<file path="src/rtl/cnf_loader_pkg.sv">
// Shared types and constants for the CNF loader front end.
// Holds the FSM state enum, 2-bit literal encodings and default widths.
package cnf_loader_pkg;

    localparam int NUM_VARS_A_BIN_DEF     = 8;
    localparam int WIDTH_CLAUSES_DEF      = NUM_VARS_A_BIN_DEF * 2;
    localparam int WIDTH_VARS_DEF         = 12;
    localparam int WIDTH_BIN_ID_DEF       = 10;
    localparam int ADDR_WIDTH_CLAUSES_DEF = 9;

    localparam logic [1:0] LIT_NONE = 2'b00;
    localparam logic [1:0] LIT_POS  = 2'b01;
    localparam logic [1:0] LIT_NEG  = 2'b10;
    localparam logic [1:0] LIT_BAD  = 2'b11;

    typedef enum logic [2:0] {
        S_IDLE,
        S_LOAD,
        S_BIN_WR,
        S_START,
        S_WAIT,
        S_REPORT
    } state_e;

endpackage

</file>
<file path="src/rtl/cnf_lit_check.sv">
// Combinational illegal-literal detector for one clause word.
// Ports: data_i clause word in, bad_o high if any 2-bit field is 11.
module cnf_lit_check
    import cnf_loader_pkg::*;
#(
    parameter int NUM_VARS = NUM_VARS_A_BIN_DEF
) (
    input  logic [2*NUM_VARS-1:0] data_i,
    output logic                  bad_o
);

    always_comb begin
        bad_o = 1'b0;
        for (int i = 0; i < NUM_VARS; i++) begin
            if (data_i[2*i +: 2] == LIT_BAD) begin
                bad_o = 1'b1;
            end
        end
    end

endmodule

</file>
<file path="src/rtl/cnf_loader.sv">
// CNF loader: streams bin-partitioned clauses into clause memory, writes the
// bin table, starts the solver and holds its SAT/UNSAT result for the host.
// Ports: load_start/nv_all (problem start), in_* (clause stream, valid/ready),
// mem_* (clause memory write), bin_* (bin table write), nv_all_o/nb_all_o,
// start_o/done_i/global_* (solver handshake), result_* (host), err_o.
module cnf_loader
    import cnf_loader_pkg::*;
#(
    parameter int NUM_VARS_A_BIN     = NUM_VARS_A_BIN_DEF,
    parameter int WIDTH_CLAUSES      = NUM_VARS_A_BIN * 2,
    parameter int WIDTH_VARS         = WIDTH_VARS_DEF,
    parameter int WIDTH_BIN_ID       = WIDTH_BIN_ID_DEF,
    parameter int ADDR_WIDTH_CLAUSES = ADDR_WIDTH_CLAUSES_DEF
) (
    input  logic                          clk,
    input  logic                          rst,
    input  logic                          load_start_i,
    input  logic [WIDTH_VARS-1:0]         nv_all_i,
    input  logic                          in_valid_i,
    output logic                          in_ready_o,
    input  logic [WIDTH_CLAUSES-1:0]      in_data_i,
    input  logic                          in_bin_last_i,
    input  logic                          in_last_i,
    output logic                          mem_we_o,
    output logic [ADDR_WIDTH_CLAUSES-1:0] mem_addr_o,
    output logic [WIDTH_CLAUSES-1:0]      mem_wdata_o,
    output logic                          bin_we_o,
    output logic [WIDTH_BIN_ID-1:0]       bin_id_o,
    output logic [ADDR_WIDTH_CLAUSES-1:0] bin_base_o,
    output logic [ADDR_WIDTH_CLAUSES:0]   bin_nc_o,
    output logic [WIDTH_VARS-1:0]         nv_all_o,
    output logic [WIDTH_BIN_ID:0]         nb_all_o,
    output logic                          start_o,
    input  logic                          done_i,
    input  logic                          global_sat_i,
    input  logic                          global_unsat_i,
    output logic                          result_valid_o,
    output logic                          result_sat_o,
    output logic                          result_unsat_o,
    output logic                          err_o,
    input  logic                          result_ack_i
);

    localparam int AW = ADDR_WIDTH_CLAUSES;
    localparam int BW = WIDTH_BIN_ID;

    state_e                   state_q, state_d;
    // addr_q[AW] set means the whole memory has been filled
    logic [AW:0]              addr_q, addr_d;
    logic [AW-1:0]            base_q, base_d;
    logic [AW:0]              nc_q, nc_d;
    logic [BW-1:0]            bid_q, bid_d;
    logic [BW:0]              nb_q, nb_d;
    logic                     last_q, last_d;
    logic                     err_q, err_d;
    logic                     rdy_q, rdy_d;
    logic                     mwe_q, mwe_d;
    logic [AW-1:0]            maddr_q, maddr_d;
    logic [WIDTH_CLAUSES-1:0] mdata_q, mdata_d;
    logic                     bwe_q, bwe_d;
    logic [BW-1:0]            bid_o_q, bid_o_d;
    logic [AW-1:0]            bbase_q, bbase_d;
    logic [AW:0]              bnc_q, bnc_d;
    logic [WIDTH_VARS-1:0]    nv_q, nv_d;
    logic                     start_q, start_d;
    logic                     rv_q, rv_d;
    logic                     rsat_q, rsat_d;
    logic                     runsat_q, runsat_d;
    logic                     lit_bad;

    cnf_lit_check #(
        .NUM_VARS (WIDTH_CLAUSES / 2)
    ) u_lit_check (
        .data_i (in_data_i),
        .bad_o  (lit_bad)
    );

    always_comb begin
        state_d  = state_q;
        addr_d   = addr_q;
        base_d   = base_q;
        nc_d     = nc_q;
        bid_d    = bid_q;
        nb_d     = nb_q;
        last_d   = last_q;
        err_d    = err_q;
        rdy_d    = rdy_q;
        mwe_d    = 1'b0;
        maddr_d  = maddr_q;
        mdata_d  = mdata_q;
        bwe_d    = 1'b0;
        bid_o_d  = bid_o_q;
        bbase_d  = bbase_q;
        bnc_d    = bnc_q;
        nv_d     = nv_q;
        start_d  = 1'b0;
        rv_d     = rv_q;
        rsat_d   = rsat_q;
        runsat_d = runsat_q;

        unique case (state_q)
            S_IDLE: begin
                if (load_start_i) begin
                    addr_d  = '0;
                    base_d  = '0;
                    nc_d    = '0;
                    bid_d   = '0;
                    nb_d    = '0;
                    last_d  = 1'b0;
                    err_d   = 1'b0;
                    nv_d    = nv_all_i;
                    rdy_d   = 1'b1;
                    state_d = S_LOAD;
                end
            end
            S_LOAD: begin
                if (in_valid_i) begin
                    if (lit_bad) begin
                        err_d = 1'b1;
                    end
                    if (addr_q[AW]) begin
                        err_d = 1'b1;
                    end else begin
                        mwe_d   = 1'b1;
                        maddr_d = addr_q[AW-1:0];
                        mdata_d = in_data_i;
                        addr_d  = addr_q + 1'b1;
                        nc_d    = nc_q + 1'b1;
                    end
                    // The bin entry is issued on the same edge as the last
                    // word so bin_we_o lands in the BIN_WR bubble cycle.
                    if (in_bin_last_i || in_last_i) begin
                        rdy_d   = 1'b0;
                        last_d  = in_last_i;
                        state_d = S_BIN_WR;
                        if (nb_q[BW]) begin
                            err_d = 1'b1;
                        end else begin
                            bwe_d   = 1'b1;
                            bid_o_d = bid_q;
                            bbase_d = base_q;
                            bnc_d   = nc_d;
                            bid_d   = bid_q + 1'b1;
                            nb_d    = nb_q + 1'b1;
                        end
                        base_d = addr_d[AW-1:0];
                        nc_d   = '0;
                    end
                end
            end
            S_BIN_WR: begin
                if (last_q) begin
                    state_d = S_START;
                end else begin
                    rdy_d   = 1'b1;
                    state_d = S_LOAD;
                end
            end
            S_START: begin
                if (err_q) begin
                    rv_d     = 1'b1;
                    rsat_d   = 1'b0;
                    runsat_d = 1'b0;
                    state_d  = S_REPORT;
                end else begin
                    start_d = 1'b1;
                    state_d = S_WAIT;
                end
            end
            S_WAIT: begin
                if (done_i) begin
                    rv_d     = 1'b1;
                    rsat_d   = global_sat_i;
                    runsat_d = global_unsat_i;
                    state_d  = S_REPORT;
                end
            end
            S_REPORT: begin
                if (result_ack_i) begin
                    rv_d     = 1'b0;
                    rsat_d   = 1'b0;
                    runsat_d = 1'b0;
                    state_d  = S_IDLE;
                end
            end
            default: begin
                state_d = S_IDLE;
            end
        endcase
    end

    always_ff @(posedge clk or negedge rst) begin
        if (!rst) begin
            state_q  <= S_IDLE;
            addr_q   <= '0;
            base_q   <= '0;
            nc_q     <= '0;
            bid_q    <= '0;
            nb_q     <= '0;
            last_q   <= 1'b0;
            err_q    <= 1'b0;
            rdy_q    <= 1'b0;
            mwe_q    <= 1'b0;
            maddr_q  <= '0;
            mdata_q  <= '0;
            bwe_q    <= 1'b0;
            bid_o_q  <= '0;
            bbase_q  <= '0;
            bnc_q    <= '0;
            nv_q     <= '0;
            start_q  <= 1'b0;
            rv_q     <= 1'b0;
            rsat_q   <= 1'b0;
            runsat_q <= 1'b0;
        end else begin
            state_q  <= state_d;
            addr_q   <= addr_d;
            base_q   <= base_d;
            nc_q     <= nc_d;
            bid_q    <= bid_d;
            nb_q     <= nb_d;
            last_q   <= last_d;
            err_q    <= err_d;
            rdy_q    <= rdy_d;
            mwe_q    <= mwe_d;
            maddr_q  <= maddr_d;
            mdata_q  <= mdata_d;
            bwe_q    <= bwe_d;
            bid_o_q  <= bid_o_d;
            bbase_q  <= bbase_d;
            bnc_q    <= bnc_d;
            nv_q     <= nv_d;
            start_q  <= start_d;
            rv_q     <= rv_d;
            rsat_q   <= rsat_d;
            runsat_q <= runsat_d;
        end
    end

    assign in_ready_o     = rdy_q;
    assign mem_we_o       = mwe_q;
    assign mem_addr_o     = maddr_q;
    assign mem_wdata_o    = mdata_q;
    assign bin_we_o       = bwe_q;
    assign bin_id_o       = bid_o_q;
    assign bin_base_o     = bbase_q;
    assign bin_nc_o       = bnc_q;
    assign nv_all_o       = nv_q;
    assign nb_all_o       = nb_q;
    assign start_o        = start_q;
    assign result_valid_o = rv_q;
    assign result_sat_o   = rsat_q;
    assign result_unsat_o = runsat_q;
    assign err_o          = err_q;

endmodule

</file>
<file path="config.mk">
export PLATFORM = sky130hd
export DESIGN_NAME = cnf_loader
export DESIGN_NICKNAME = d
export VERILOG_FILES = /design/src/rtl/cnf_loader_pkg.sv /design/src/rtl/cnf_lit_check.sv /design/src/rtl/cnf_loader.sv
export SDC_FILE = /design/constraint.sdc
export NUM_CORES = 1
export LEC_CHECK = 0
export CORE_ASPECT_RATIO = 0.9
export CORE_MARGIN = 2
export CORE_UTILIZATION = 51
export CTS_CLUSTER_DIAMETER = 200
export DETAILED_ROUTE_END_ITERATION = 12
export GPL_TIMING_DRIVEN = 0
export MAX_ROUTING_LAYER = met4
export PLACE_DENSITY = 0.84
export SLEW_MARGIN = 20
export SYNTH_ARGS = -nofsm -noshare
export SYNTH_HDL_FRONTEND = slang
export SYNTH_HIERARCHICAL = 1
export SYNTH_SLANG_ARGS = --single-unit
</file>
<file path="constraint.sdc">
create_clock -name clk -period 2.1 [get_ports clk]
set_input_delay 0.42 -clock clk [delete_from_list [all_inputs] [get_ports clk]]
set_output_delay 0.42 -clock clk [all_outputs]
set_load 0.005 [all_outputs]
</file>
* Word level (Yosys, flattened, before mapping)
Cells that the tools add are included.
Word-level totals: flip-flop bits (word level) 128, input bits 38, output and inout port bits 85
Operators by class: add/subtract/negate cells 4, equal/unequal tests 21, muxes and demuxes 70, bitwise logic cells 2, reductions and logical operators 14
Operators by type and width (count):
- $mux 10 | 9
- $pmux 10 s2 | 3
- $mux 11 | 4
- $mux 1 | 36
- $add 10x1->10 const B | 3
- $mux 9 | 3
- $pmux 11 s2 | 1
- $pmux 3 s6 | 1
- $pmux 9 s2 | 1
- $eq 2x2->1 const B | 8
- $ne 2x2->1 const B | 8
- $mux 3 | 5
- $reduce_and 5->1 | 3
- $pmux 1 s3 | 4
- $reduce_and 4->1 | 3
- $add 11x1->11 const B | 1
- $eq 3x2->1 const B | 2
- $eq 3x3->1 const B | 2
- $reduce_and 3->1 | 2
- $reduce_bool 3->1 | 2
- $pmux 1 s2 | 2
- $eq 3x1->1 const B | 1
- $logic_not 3->1 | 1
- $mux 2 | 1
- other kinds (4) | 5

* Logic depth before layout (Yosys ltp)
word-level depth 15, depth in mapped cells 7, gate-level depth less buffers 5

* Modules after synthesis
The synthesis kept the hierarchy.
Modules (own cells, without submodules):
- cnf_loader | instances 1, cells an instance 560, area an instance 5679.2 um2, sequential area each 3203.1 um2
- cnf_lit_check | instances 1, cells an instance 5, area an instance 36.3 um2, sequential area each 0.0 um2

* Least setup slack after synthesis
OpenSTA, ideal clock, no wires.
kind reg-to-reg, from register state_q[1], to register mdata_q[10], in the netlist mem_wdata_o[10], library setup time 0.125 ns, arrival 1.524 ns, required time 1.975 ns, slack 0.451 ns, stages on the path, launching flop included 5, buffers on the path 1, period minus slack after synthesis 1.649 ns, cell sequence dfrtp_1 -> nand4bb_1 -> nor2_2 -> buf_2 -> mux2_2
Between the ends: word-level cells in the longest chain between the ends 2
Ends and longest elaborated chain:
- start: declaration | line cnf_loader.sv:47 | state_e state_q, state_d;
- start signal: assignment | line cnf_loader.sv:216 | state_q <= state_d;
- $eq 3x1->1 | line cnf_loader.sv:101 | unique case (state_q)
- $reduce_and 3->1 (no source line)
- end signal: assignment | line cnf_loader.sv:227 | mdata_q <= mdata_d;
- end: declaration | line cnf_loader.sv:59 | logic [WIDTH_CLAUSES-1:0] mdata_q, mdata_d;
No other way between the ends. A chain may end at the register's enable or synchronous reset.

* Worst setup path after layout
from input in_valid_i, to register bid_q[8]
Between the ends: word-level cells in the longest chain between the ends 2
Ends and longest elaborated chain:
- start: declaration | line cnf_loader.sv:19 | input logic in_valid_i,
- $ne 2x2->1 (no source line)
- $reduce_and 5->1 (no source line)
- end signal: assignment | line cnf_loader.sv:220 | bid_q <= bid_d;
- end: declaration | line cnf_loader.sv:52 | logic [BW-1:0] bid_q, bid_d;
No other way between the ends.

==> flow_summary.toml <==
[sta]
max_freq_mhz = 501
slew_headroom_pct = 63.4
setup_viol = 0
tightest_slew_ns = 0.549
rsz0062_at_grt = "false"
setup_slack_ns = 0.105
hold_violations = 0
fin_crit_sh_pct = 95.0
drv_slew = 0
period_needed_ns = 2.00
skew_ns = 0.00792

[hold_path]
hp-class = "flop to flop"

[cts]
cts_inserted_buffers = 17
cts.sinks = 128
cts_max_path_buffers = 2
clock-root-buffer = "clkbuf_16"
htreeDepth = 4
cts_tree = "built"
insertion_delay_ns = 0.42
clkTransAtPathRegs_ns = 0.06

[final_layout]
area_growth_pct = 35.7
drive_above_1_share_pct = 11.8
finalInstanceArea_mm2 = 0.00775
nets = 750
insertedDiodeCount = 0
num-fill-cells = 794

[place]
dpl.hpwl_mm = 10.0
placed_cell_area_mm2 = 0.00716
numPortBuffers = 122
dp_slack_ns = -0.374
gpl.final_weighted_congestion = 0.833

[synthesis]
avgSynthCellArea_um2 = 10.1
synthCells = 565
synth_warnings = 6
synthArstFlopShare_pct = 100
synth-seq-area-share_pct = 56.0
netlist_area_mm2 = 0.00572
synth_seq_cells = 128
synthFlopType = "dfrtp_1"
synthDistinctLibCells = 52
syn-num-nets = 607
synth-edff-count = 0

[floorplan]
ios = 123
die-area_mm2 = 0.0121
die_y_um = 104
initial_core_util_pct = 52.7
row_count = 36
die_w_um = 116
coreArea_mm2 = 0.0109

[status]
status = "completed"

[drt]
avgRoutedWirePerCell_um = 16.4
drt_wl_total_mm = 14.3
drc_errors = 0
drtAntennaViolNets = 0
vias = 4776
first_iter_violations = 267
dr.pass1.iters = 5
via_per_inst = 5.47

[worst_setup_path]
start_kind = "primary input"
crit_arrival_ns = 2.29
critical_path_required_ns = 2.40
crit_type = "primary input to flop"
end_kind = "flop"
crit_fanout = 10

[global_route]
grt-ovfl-total = 0
grt_util_all_layers_pct = 25.7
grt_pass1_vias = 4853
grt_start_max_net_pins = 80
antenna_found_initial = 0
grt_pass1_wl_mm = 23.6

[power_and_ir_drop]
p_per_area_mw_per_mm2 = 1220
p_leak_nw = 3.38
vdd_drop_max_uv = 996

[flow_run]
drv_cap = 0
[worst max-delay path, stage by stage]
cell and delay (ns):
clkdlybuf4s50_1 0.51, nand4bb_1 0.22, buf_2 0.27, buf_2 0.23, nor4_2 0.39, xnor2_1 0.18
nor2_1 0.06
[final timing paths]
path                                              from                     endpoint  slack [ns]  cells after the start
worst max-delay path                        in_valid_i         bid_q[8]$_DFFE_PN0P_        0.10                      7
worst min-delay path             base_q[5]$_DFFE_PN0P_    bin_base_o[5]$_DFFE_PN0P_        0.47                      2
worst max register to register  state_q[1]$_DFFE_PN0P_         bid_q[8]$_DFFE_PN0P_        0.12                      6
worst min register to register   base_q[5]$_DFFE_PN0P_    bin_base_o[5]$_DFFE_PN0P_        0.47                      2
max in group asynchronous                          rst      bin_id_o[6]$_DFFE_PN0P_        0.87                      3
min in group asynchronous                          rst  mem_wdata_o[10]$_DFFE_PN0P_        0.51                      2
[cells in the final DEF, fill, tap and decap left out, types with 15 or more instances in the layout]
| cell | synthesis | layout |
|---|---|---|
| xnor2_1 | 21 | 21 |
| nor2_1 | 21 | 21 |
| nand3_1 | 15 | 15 |
| clkdlybuf4s50_1 | 0 | 121 |
| clkbuf_1 | 16 | 16 |
| dfrtp_1 | 128 | 128 |
| o21ai_0 | 36 | 36 |
| mux2_2 | 30 | 30 |
| clkbuf_16 | 0 | 17 |
| nand2_1 | 142 | 142 |
[where the power goes]
group          switching [mW]  internal, mW  leakage (nW)
clock network            1.12          1.77         0.271
registers               0.440          3.04          1.70
logic                    1.54          1.56          1.41
total                    3.11          6.38          3.38
[through the flow]
step	std cells	utilization (%)	power (mW)	hold WS, ns	TNS, ns
CTS	873	71.4	9.49	0.476	0
detailed placement	840	65.9	6.56	0.393	-19.79
finish	873	71.4	9.48	0.473	0
floorplan	565	-	5.01	0.124	0
global route	873	71.4	9.98	0.496	0
global placement	839	65.7	6.43	0.448	-544.30
[state kept, by name, summed over array words and instances (netlist names), 9 cells and up]
register     count
bin_nc_o        10
bid_q           10
nb_all_o        11
bin_id_o        10
base_q           9
mem_addr_o       9
nc_q            10
mem_wdata_o     16
addr_q          10
nv_all_o        12
bin_base_o       9
[layout make-up]
| class | instances | area [µm²] | area share [%] |
|---|---|---|---|
| Sequential cell | 128 | 3200 | 41.3 |
| Buffer | 29 | 126 | 1.63 |
| Tap cell | 152 | 190 | 2.45 |
| Clock inverter | 13 | 139 | 1.79 |
| Clock buffer | 19 | 443 | 5.71 |
| Inverter | 12 | 45.0 | 0.581 |
| Multi-Input combinational cell | 396 | 2350 | 30.3 |
| Timing Repair Buffer | 124 | 1260 | 16.2 |
[layer usage]
metal | share of wire (%) | global-route usage [%]
met5 | 0 | -
met3 | 5.9 | 6.53
met4 | 1.4 | 8.43
met1 | 44 | 33.5
met2 | 48 | 39.6
[cell usage after synthesis, types with 6 or more instances]
library cell	instances	share of area (%)
a21oi_1	14	1.2
buf_2	13	1.1
clkbuf_1	16	1.1
dfrtp_1	128	56
inv_1	11	0.72
mux2_2	30	5.9
mux2i_1	6	1.1
nand2_1	142	9.3
nand3_1	15	1.3
nand4_1	9	0.99
nor2_1	21	1.4
nor3_1	11	0.96
nor4_1	6	0.66
o21ai_0	36	3.2
o31ai_1	13	1.7
or3_1	6	0.66
xnor2_1	21	3.2
[kinds of logic after synthesis]
| family | share of synthesized area (%) |
|---|---|
| multiplexers | 6.96 |
| buffers and inverters | 2.98 |
| XOR/XNOR | 3.98 |
| AND/OR/NAND/NOR | 19.9 |
| flip-flops | 56.0 |
| adder cells (fa/ha/maj) | 0.876 |
| AO/OA/AOI/OAI | 9.28 |
[what timing repair did]
item,4_1_cts,5_1_grt
setup endpoints to repair,0,20
resized for setup,0,3
hold buffers,1,0
hold endpoints to repair,49,0
setup buffers,0,0
Power figures use the tool's default switching activity.
